$ cat config.mk
export PLATFORM = sky130hd
export DESIGN_NAME = word_scroll_ctrl
export DESIGN_NICKNAME = d
export VERILOG_FILES = /design/src/rtl/word_scroll_ctrl.sv
export SDC_FILE = /design/constraint.sdc
export NUM_CORES = 1
export LEC_CHECK = 0
export CORE_ASPECT_RATIO = 1.75
export CORE_MARGIN = 4
export CORE_UTILIZATION = 52
export CTS_CLUSTER_SIZE = 28
export DETAILED_ROUTE_END_ITERATION = 6
export PLACE_DENSITY = 0.84
export SLEW_MARGIN = 20
export SYNTH_ARGS = -nofsm -noshare
export SYNTH_HDL_FRONTEND = slang
export SYNTH_SLANG_ARGS = --single-unit
$ cat constraint.sdc
create_clock -name clk -period 3.1 [get_ports clk]
set_input_delay 0.62 -clock clk [delete_from_list [all_inputs] [get_ports clk]]
set_output_delay 0.62 -clock clk [all_outputs]
set_load 0.005 [all_outputs]
$ cat src/rtl/word_scroll_ctrl.sv
// Scrolls one word (or the full text) out of an external character ROM at a
// programmable character period. Optional auto-repeat: define SCROLL_LOOP_EN.
module word_scroll_ctrl (
  input  logic       clk,
  input  logic       rst_n,
  input  logic       ena,
  input  logic       start,
  input  logic       abort,
  input  logic [2:0] word_sel,
  input  logic [1:0] rate,
  input  logic       repeat_req,
  input  logic [7:0] rom_data,
  output logic [7:0] rom_addr,
  output logic [7:0] char_out,
  output logic       char_valid,
  output logic       busy,
  output logic       done
);

  typedef enum logic [1:0] {IDLE, EMIT, PACE, DONE} state_t;

  state_t     state_reg, state_next;
  logic [2:0] sel_reg, sel_next;
  logic [1:0] rate_reg, rate_next;
  logic [7:0] addr_reg, addr_next;
  logic [5:0] remain_reg, remain_next;
  logic [7:0] pace_reg, pace_next;
  logic [7:0] char_reg, char_next;
  logic       valid_reg, valid_next;
  logic [13:0] load_entry;
  logic [7:0]  pace_init;

  // Word table packed as {base[7:0], length[5:0]}; 6 and 7 select the whole text.
  function automatic logic [13:0] word_entry(input logic [2:0] s);
    case (s)
      3'd0:    word_entry = {8'd0,  6'd9};
      3'd1:    word_entry = {8'd10, 6'd6};
      3'd2:    word_entry = {8'd17, 6'd10};
      3'd3:    word_entry = {8'd28, 6'd5};
      3'd4:    word_entry = {8'd34, 6'd11};
      3'd5:    word_entry = {8'd46, 6'd4};
      default: word_entry = {8'd0,  6'd51};
    endcase
  endfunction

  // EMIT plus (P-1) PACE cycles gives exactly P cycles between emissions.
  always_comb begin
    case (rate_reg)
      2'd0:    pace_init = 8'd2;
      2'd1:    pace_init = 8'd14;
      2'd2:    pace_init = 8'd62;
      default: pace_init = 8'd254;
    endcase
  end

`ifdef SCROLL_LOOP_EN
  assign load_entry = (state_reg == IDLE) ? word_entry(word_sel) : word_entry(sel_reg);
`else
  wire unused_repeat_req = repeat_req;
  assign load_entry = word_entry(word_sel);
`endif

  always_comb begin
    state_next  = state_reg;
    sel_next    = sel_reg;
    rate_next   = rate_reg;
    addr_next   = addr_reg;
    remain_next = remain_reg;
    pace_next   = pace_reg;
    char_next   = char_reg;
    valid_next  = 1'b0;
    if (abort && state_reg != IDLE) begin
      state_next = IDLE;
    end else if (ena) begin
      case (state_reg)
        IDLE: begin
          if (start) begin
            sel_next    = word_sel;
            rate_next   = rate;
            addr_next   = load_entry[13:6];
            remain_next = load_entry[5:0] - 6'd1;
            state_next  = EMIT;
          end
        end
        EMIT: begin
          char_next  = rom_data;
          valid_next = 1'b1;
          pace_next  = pace_init;
          state_next = PACE;
        end
        PACE: begin
          if (pace_reg != 8'd0) begin
            pace_next = pace_reg - 8'd1;
          end else if (remain_reg != 6'd0) begin
            addr_next   = addr_reg + 8'd1;
            remain_next = remain_reg - 6'd1;
            state_next  = EMIT;
          end else begin
`ifdef SCROLL_LOOP_EN
            if (repeat_req) begin
              addr_next   = load_entry[13:6];
              remain_next = load_entry[5:0] - 6'd1;
              state_next  = EMIT;
            end else begin
              state_next = DONE;
            end
`else
            state_next = DONE;
`endif
          end
        end
        DONE: state_next = IDLE;
        default: state_next = IDLE;
      endcase
    end
  end

  always_ff @(posedge clk or negedge rst_n) begin
    if (!rst_n) begin
      state_reg  <= IDLE;
      sel_reg    <= 3'd0;
      rate_reg   <= 2'd0;
      addr_reg   <= 8'd0;
      remain_reg <= 6'd0;
      pace_reg   <= 8'd0;
      char_reg   <= 8'h20;
      valid_reg  <= 1'b0;
    end else begin
      state_reg  <= state_next;
      sel_reg    <= sel_next;
      rate_reg   <= rate_next;
      addr_reg   <= addr_next;
      remain_reg <= remain_next;
      pace_reg   <= pace_next;
      char_reg   <= char_next;
      valid_reg  <= valid_next;
    end
  end

  assign rom_addr   = addr_reg;
  assign char_out   = char_reg;
  assign char_valid = valid_reg;
  assign busy       = (state_reg != IDLE);
  // An abort arriving during DONE suppresses the completion pulse.
  assign done       = (state_reg == DONE) && ena && !abort;

endmodule

==> impl_metrics.toml, run 1 <==
[pwr]
cellPowerDensity_nw_per_um2 = 565.7
vdd_drop_max_mv = 0.3666
p_leak_nw = 1.055
total_power_mw = 1.471

[logic_synthesis]
syn_avg_cell_area_um2 = 9.470
synth-async-reset-ratio_pct = 100.0
synth-edff-count = 0
ys_dominant_reg_cell = "dfrtp_1"
seq_area_frac_synth_pct = 41.16
netlist_instances = 225
synth_nets = 248
ys.warnings.count = 0
synth_cell_type_count = 53
syn_area_um2 = 2131
synth_seq_cells = 35

[sta]
finalWorstSetupSlack_ns = 0.4566
hold_viol_final = 0
finalSetupTns_ns = 0
fmax_mhz = 378.3
setup_violations = 0
period_needed_ns = 2.643
rsz0062_at_grt = "no"
fin_crit_sh_pct = 85.27
worst_pin_slew_ns = 0.6121
holdWs_ns = 0.4857
drv_slew = 0
fin_skew_ns = 0.004741
maxSlewHeadroom_pct = 59.11

[global_route]
grt_pass1_wl_um = 8866
antenna_found_initial = 0
globalRouteOverflowTotal = 0
grt_pass1_vias = 1959
track_usage_pct = 21.17
grt_max_degree = 36

[clock_network]
h-tree-depth = 2
postCtsSetupRepairBufs = 0
clock_sinks = 35
insertion_delay_ns = 0.29
cts_resized = 0
hold_buffers = 0
path_clk_slew_ns = 0.07
numCtsBuffers = 5
cts_tree = "done"
cts_max_path_buffers = 2
cts-root-buf = "clkbuf_8"

[placement]
hpwlAfterDp_um = 3665
gp_congestion = 0.9116
place_area_um2 = 2519
place_ws_ns = 0.1830
dp.cells = 301
port_buffers = 36

[detailed_routing]
drt_wl_total_um = 5130
route.detailed.wl_per_inst_um = 16.60
vias = 1943
route.detailed.drc = 0
drt_iter0_markers = 94
vias_per_cell = 6.288
dr.pass1.iters = 5
ant_nets = 0

[die]
ios = 38
start_util_pct = 54.58
die-area_um2 = 5226
die_y_um = 92.68
fp.coreArea_um2 = 3904
fp-row-count = 30
die_w_um = 56.39

[worst_setup_path]
cp_max_fo = 6
critPathArrivalTime_ns = 2.02
worstSetupPathType = "in -> out"
cp-end-kind = "output port"
startpoint_type = "input port"
required_ns = 2.48
regToRegSetupSlack_ns = 0.76

[finish]
diodes = 0
stdcell_count = 309
final_area_um2 = 2600
num-nets-final = 283
synthToLayoutAreaGrowth_pct = 22.02
layout-drive-gt1-share_pct = 8.812
final_util_pct = 66.60

[run_status]
status = "finished clean"

[job]
drv_cap = 0

[hold_path]
hold_path.class = "reg -> reg"
==> worst max-delay path, cell delays in order <==
cell,delay [ns]
clkdlybuf4s50_1,0.50
nor2b_1,0.22
and3_1,0.19
clkdlybuf4s50_1,0.50
==> worst paths after layout <==
check	start	end	cells after the start
setup / recovery	abort	done	4
hold / removal	char_out[4]	char_out[4]	1
setup reg to reg	state_reg[1]	remain_reg[4]	9
hold reg to reg	char_out[4]	char_out[4]	1
max in group asynchronous	rst_n	char_out[5]	2
min in group asynchronous	rst_n	char_out[1]	2
==> kinds of logic (layout without fill, tap and decap cells) <==
| family | Yosys count | in the layout | share of synthesized area, % |
|---|---|---|---|
| adders and majority gates | 4 | 4 | 2.349 |
| xor gates and xnor gates | 3 | 3 | 1.233 |
| muxes | 12 | 12 | 6.459 |
| and+or+nand+nor | 76 | 76 | 20.67 |
| AOI/OAI and AO/OA | 73 | 73 | 23.25 |
| DFF | 35 | 35 | 41.16 |
| buffers and inverters | 22 | 58 | 4.873 |
==> placed cells by master (no fill, tap or decap), types with 7 or more instances in the layout <==
cell and instances:
nor2b_1 8, nor2_1 12, nand2_1 12, clkdlybuf4s50_1 36, dfrtp_1 34, mux2_1 10, o21ai_0 12, a21oi_1 14
o21ai_1 12, nor3_1 7, nand3_1 7, a31oi_1 8, inv_1 9
==> Yosys cell counts (2+ instances only) <==
| cell | number | area (um^2) |
|---|---|---|
| nand3b_1 | 2 | 15.01 |
| nand2_1 | 12 | 45.04 |
| ha_1 | 4 | 50.05 |
| and3_1 | 5 | 31.28 |
| a21oi_1 | 14 | 70.07 |
| xnor2_1 | 2 | 17.52 |
| nor2_1 | 12 | 45.04 |
| nand2b_1 | 4 | 25.02 |
| o21a_1 | 4 | 30.03 |
| o21ai_1 | 12 | 60.06 |
| nor4_1 | 5 | 31.28 |
| mux2_1 | 10 | 112.6 |
| dfrtp_1 | 34 | 850.8 |
| inv_1 | 9 | 33.78 |
| and4_1 | 2 | 17.52 |
| clkbuf_1 | 6 | 22.52 |
| buf_2 | 5 | 25.02 |
| a41oi_1 | 5 | 43.79 |
| o21ai_0 | 12 | 60.06 |
| buf_6 | 2 | 22.52 |
| nand3_1 | 7 | 35.03 |
| nor2b_1 | 8 | 50.05 |
| nand4_1 | 2 | 12.51 |
| o22a_1 | 2 | 17.52 |
| nor3_1 | 7 | 35.03 |
| and2_1 | 3 | 18.77 |
| a211oi_1 | 2 | 15.01 |
| a31oi_1 | 8 | 50.05 |
==> routing by layer <==
metal | vias to the layer above | wire (um) | GRT usage, %
li1 | 913 | - | -
met1 | 929 | 1909 | 23.21
met2 | 83 | 2750 | 37.60
met3 | 18 | 283 | 4.045
met4 | 0 | 186 | 11.49
met5 | - | 0 | 0
==> power breakdown <==
part / internal (mW) / total (mW) / switching [mW]
clock: 0.158 / 0.321 / 0.164
sequential: 0.576 / 0.699 / 0.123
combinational: 0.248 / 0.450 / 0.202
==> layout make-up <==
class / count / area (um^2)
clock buffer: 7 / 76.32
clock inverter: 1 / 5.005
fill: 319 / 1304
inverter: 9 / 33.78
multi-input combinational: 168 / 1150
sequential: 35 / 877.1
tap: 48 / 60.06
timing repair buffer: 41 / 397.9
Power figures use the tool's default switching activity.
==> inputs of run 2 (changes only) <==
Settings changed: CORE_MARGIN 4 to 2, SETUP_SLACK_MARGIN set to 0.2.
==> run 2 against run 1 <==
  * Sequential power about the same
  * Final area grew 0.24%
  * Combinational power is essentially flat
  * Worst setup slack lost 0.0089 ns
  * Global-route usage rose by 2.8 points
  * Via count shrank 0.62%
  * Clock power about the same
  * Total power fell by 0.42%
  * Wire length shrank 0.55%
  * Register-to-register slack better by 0.04 ns
  * Die area decreased by 11%
  * Cell count unchanged
==> impl_metrics.toml, run 2 (synthesis gave the netlist of run 1 again) <==
[run_status]
status = "finished clean"

[clock_network]
h-tree-depth = 2
hold_buffers = 0
numCtsBuffers = 5
clock_sinks = 35
cts_tree = "done"
postCtsSetupRepairBufs = 0
cts_resized = 0
cts-root-buf = "clkbuf_8"
path_clk_slew_ns = 0.06
cts_max_path_buffers = 2
insertion_delay_ns = 0.29

[worst_setup_path]
cp_max_fo = 6
startpoint_type = "input port"
required_ns = 2.48
cp.buffers_inverters = 2
slowest_stage = "clkdlybuf4s50_1"
worstSetupPathType = "in -> out"
r2r_cells = 8
cp-end-kind = "output port"
regToRegEndpoint = "remain_reg[4]"
crit_path_cell_trace = "clkdlybuf4s50_1 > nor2b_1 > and3_1 > clkdlybuf4s50_1"
crit_family = "buffers and inverters"
regToRegSetupSlack_ns = 0.80
critPathArrivalTime_ns = 2.03
r2r-start = "state_reg[1]"
max_stage_delay_ns = 0.50
crit_top_cell = "clkdlybuf4s50_1"

[hold_path]
holdPathStages = 1
hold_path.class = "reg -> reg"
hp-start = "char_out[1]"
min_to = "char_out[1]"

[detailed_routing]
drt_iter0_markers = 70
vias = 1931
vias_per_cell = 6.249
route.detailed.drc = 0
drt_wl_total_um = 5102
ant_nets = 0
dr.pass1.iters = 4
route.detailed.wl_per_inst_um = 16.51

[finish]
num-nets-final = 283
final_util_pct = 66.76
stdcell_count = 309
layout-drive-gt1-share_pct = 9.195
final_common_cell = "clkdlybuf4s50_1"
synthToLayoutAreaGrowth_pct = 22.31
diodes = 0
layout_common_cells = "36 x clkdlybuf4s50_1, 34 x dfrtp_1, 14 x a21oi_1"

[global_route]
globalRouteOverflowTotal = 0
met3_usage_pct = 3.716
antenna_found_initial = 0
grt_pass1_wl_um = 8335
track_usage_pct = 23.95
grt_pass1_vias = 1911
grt_use_met1_pct = 25.63
grt_max_degree = 36
grt.busiest_layer = "met2"
grt_util_met2_pct = 42.84

[sta]
fin_skew_ns = 0.009483
setup_violations = 0
rsz0062_at_grt = "no"
finalSetupTns_ns = 0
worst_pin_slew_ns = 0.6003
maxSlewHeadroom_pct = 59.90
fin_crit_sh_pct = 85.56
period_needed_ns = 2.652
hold_viol_final = 0
holdWs_ns = 0.4875
fmax_mhz = 377.0
drv_slew = 0

[placement]
dp.cells = 301
hpwlAfterDp_um = 3629
port_buffers = 36
gp_congestion = 0.8483

[die]
die_w_um = 52.39
ios = 38
die_y_um = 88.68
fp-row-count = 30
start_util_pct = 54.58
fp.coreArea_um2 = 3904
die-area_um2 = 4646

[pwr]
combPwrFrac_pct = 30.6
p_clk_share_pct = 21.8
p_leak_nw = 1.055
pwr-share-seq_pct = 47.7
power_switching_mw = 0.4822
p_int_mw = 0.9824
p_sw_share_pct = 32.93
cellPowerDensity_nw_per_um2 = 561.9
total_power_mw = 1.465
vdd_drop_max_mv = 0.3649

[job]
drv_cap = 0
-- run 2: layer usage --
layer / routed length (um) / vias to the layer above
li1: - / 913
met1: 1894 / 934
met2: 2838 / 67
met3: 213 / 17
met4: 155 / 0
met5: 0 / -
-- run 2: worst max path at each step --
stage | from | end | slack, ns | cells past startpoint
2_1_floorplan | word_sel[1] | remain_reg[4] | 0.78 | 10
4_1_cts | abort | done | 0.44 | 4
3_3_place_gp | word_sel[1] | remain_reg[4] | 0.19 | 10
5_1_grt | word_sel[1] | remain_reg[4] | 0.26 | 10
3_5_place_dp | word_sel[1] | remain_reg[4] | 0.15 | 10
6_report | abort | done | 0.45 | 4
-- run 2: layout make-up --
type / count / area [um^2]
sequential: 35 / 877.1
clock inverter: 1 / 5.005
inverter: 9 / 33.78
clock buffer: 7 / 76.32
fill: 341 / 1297
timing repair buffer: 41 / 397.9
multi-input combinational: 168 / 1156
tap: 48 / 60.06
-- run 2: worst register-to-register path, stage by stage (launching register included) --
cell      delay (ns)
dfrtp_1         0.55
nor2b_1         0.25
buf_4           0.31
a21oi_1         0.12
ha_1            0.27
nor3_1          0.32
nand2b_1        0.15
o311a_1         0.16
o21a_1          0.11
-- run 2: power by group through the flow --
stage	clock, mW	combinational [mW]	sequential [mW]
after floorplan	0	0.257	0.680
final	0.319	0.448	0.698
after global placement	0	0.432	0.696
after CTS	0.328	0.448	0.694
after global routing	0.345	0.496	0.716
after detailed placement	0	0.445	0.703
-- run 2: stage by stage --
stage / setup slack, ns / cell area [um^2]
final: 0.4477 / 2606
after CTS: 0.4423 / 2600
after global placement: 0.1935 / 2519
after global routing: 0.2636 / 2606
after floorplan: 0.7793 / 2131
after detailed placement: 0.1484 / 2519
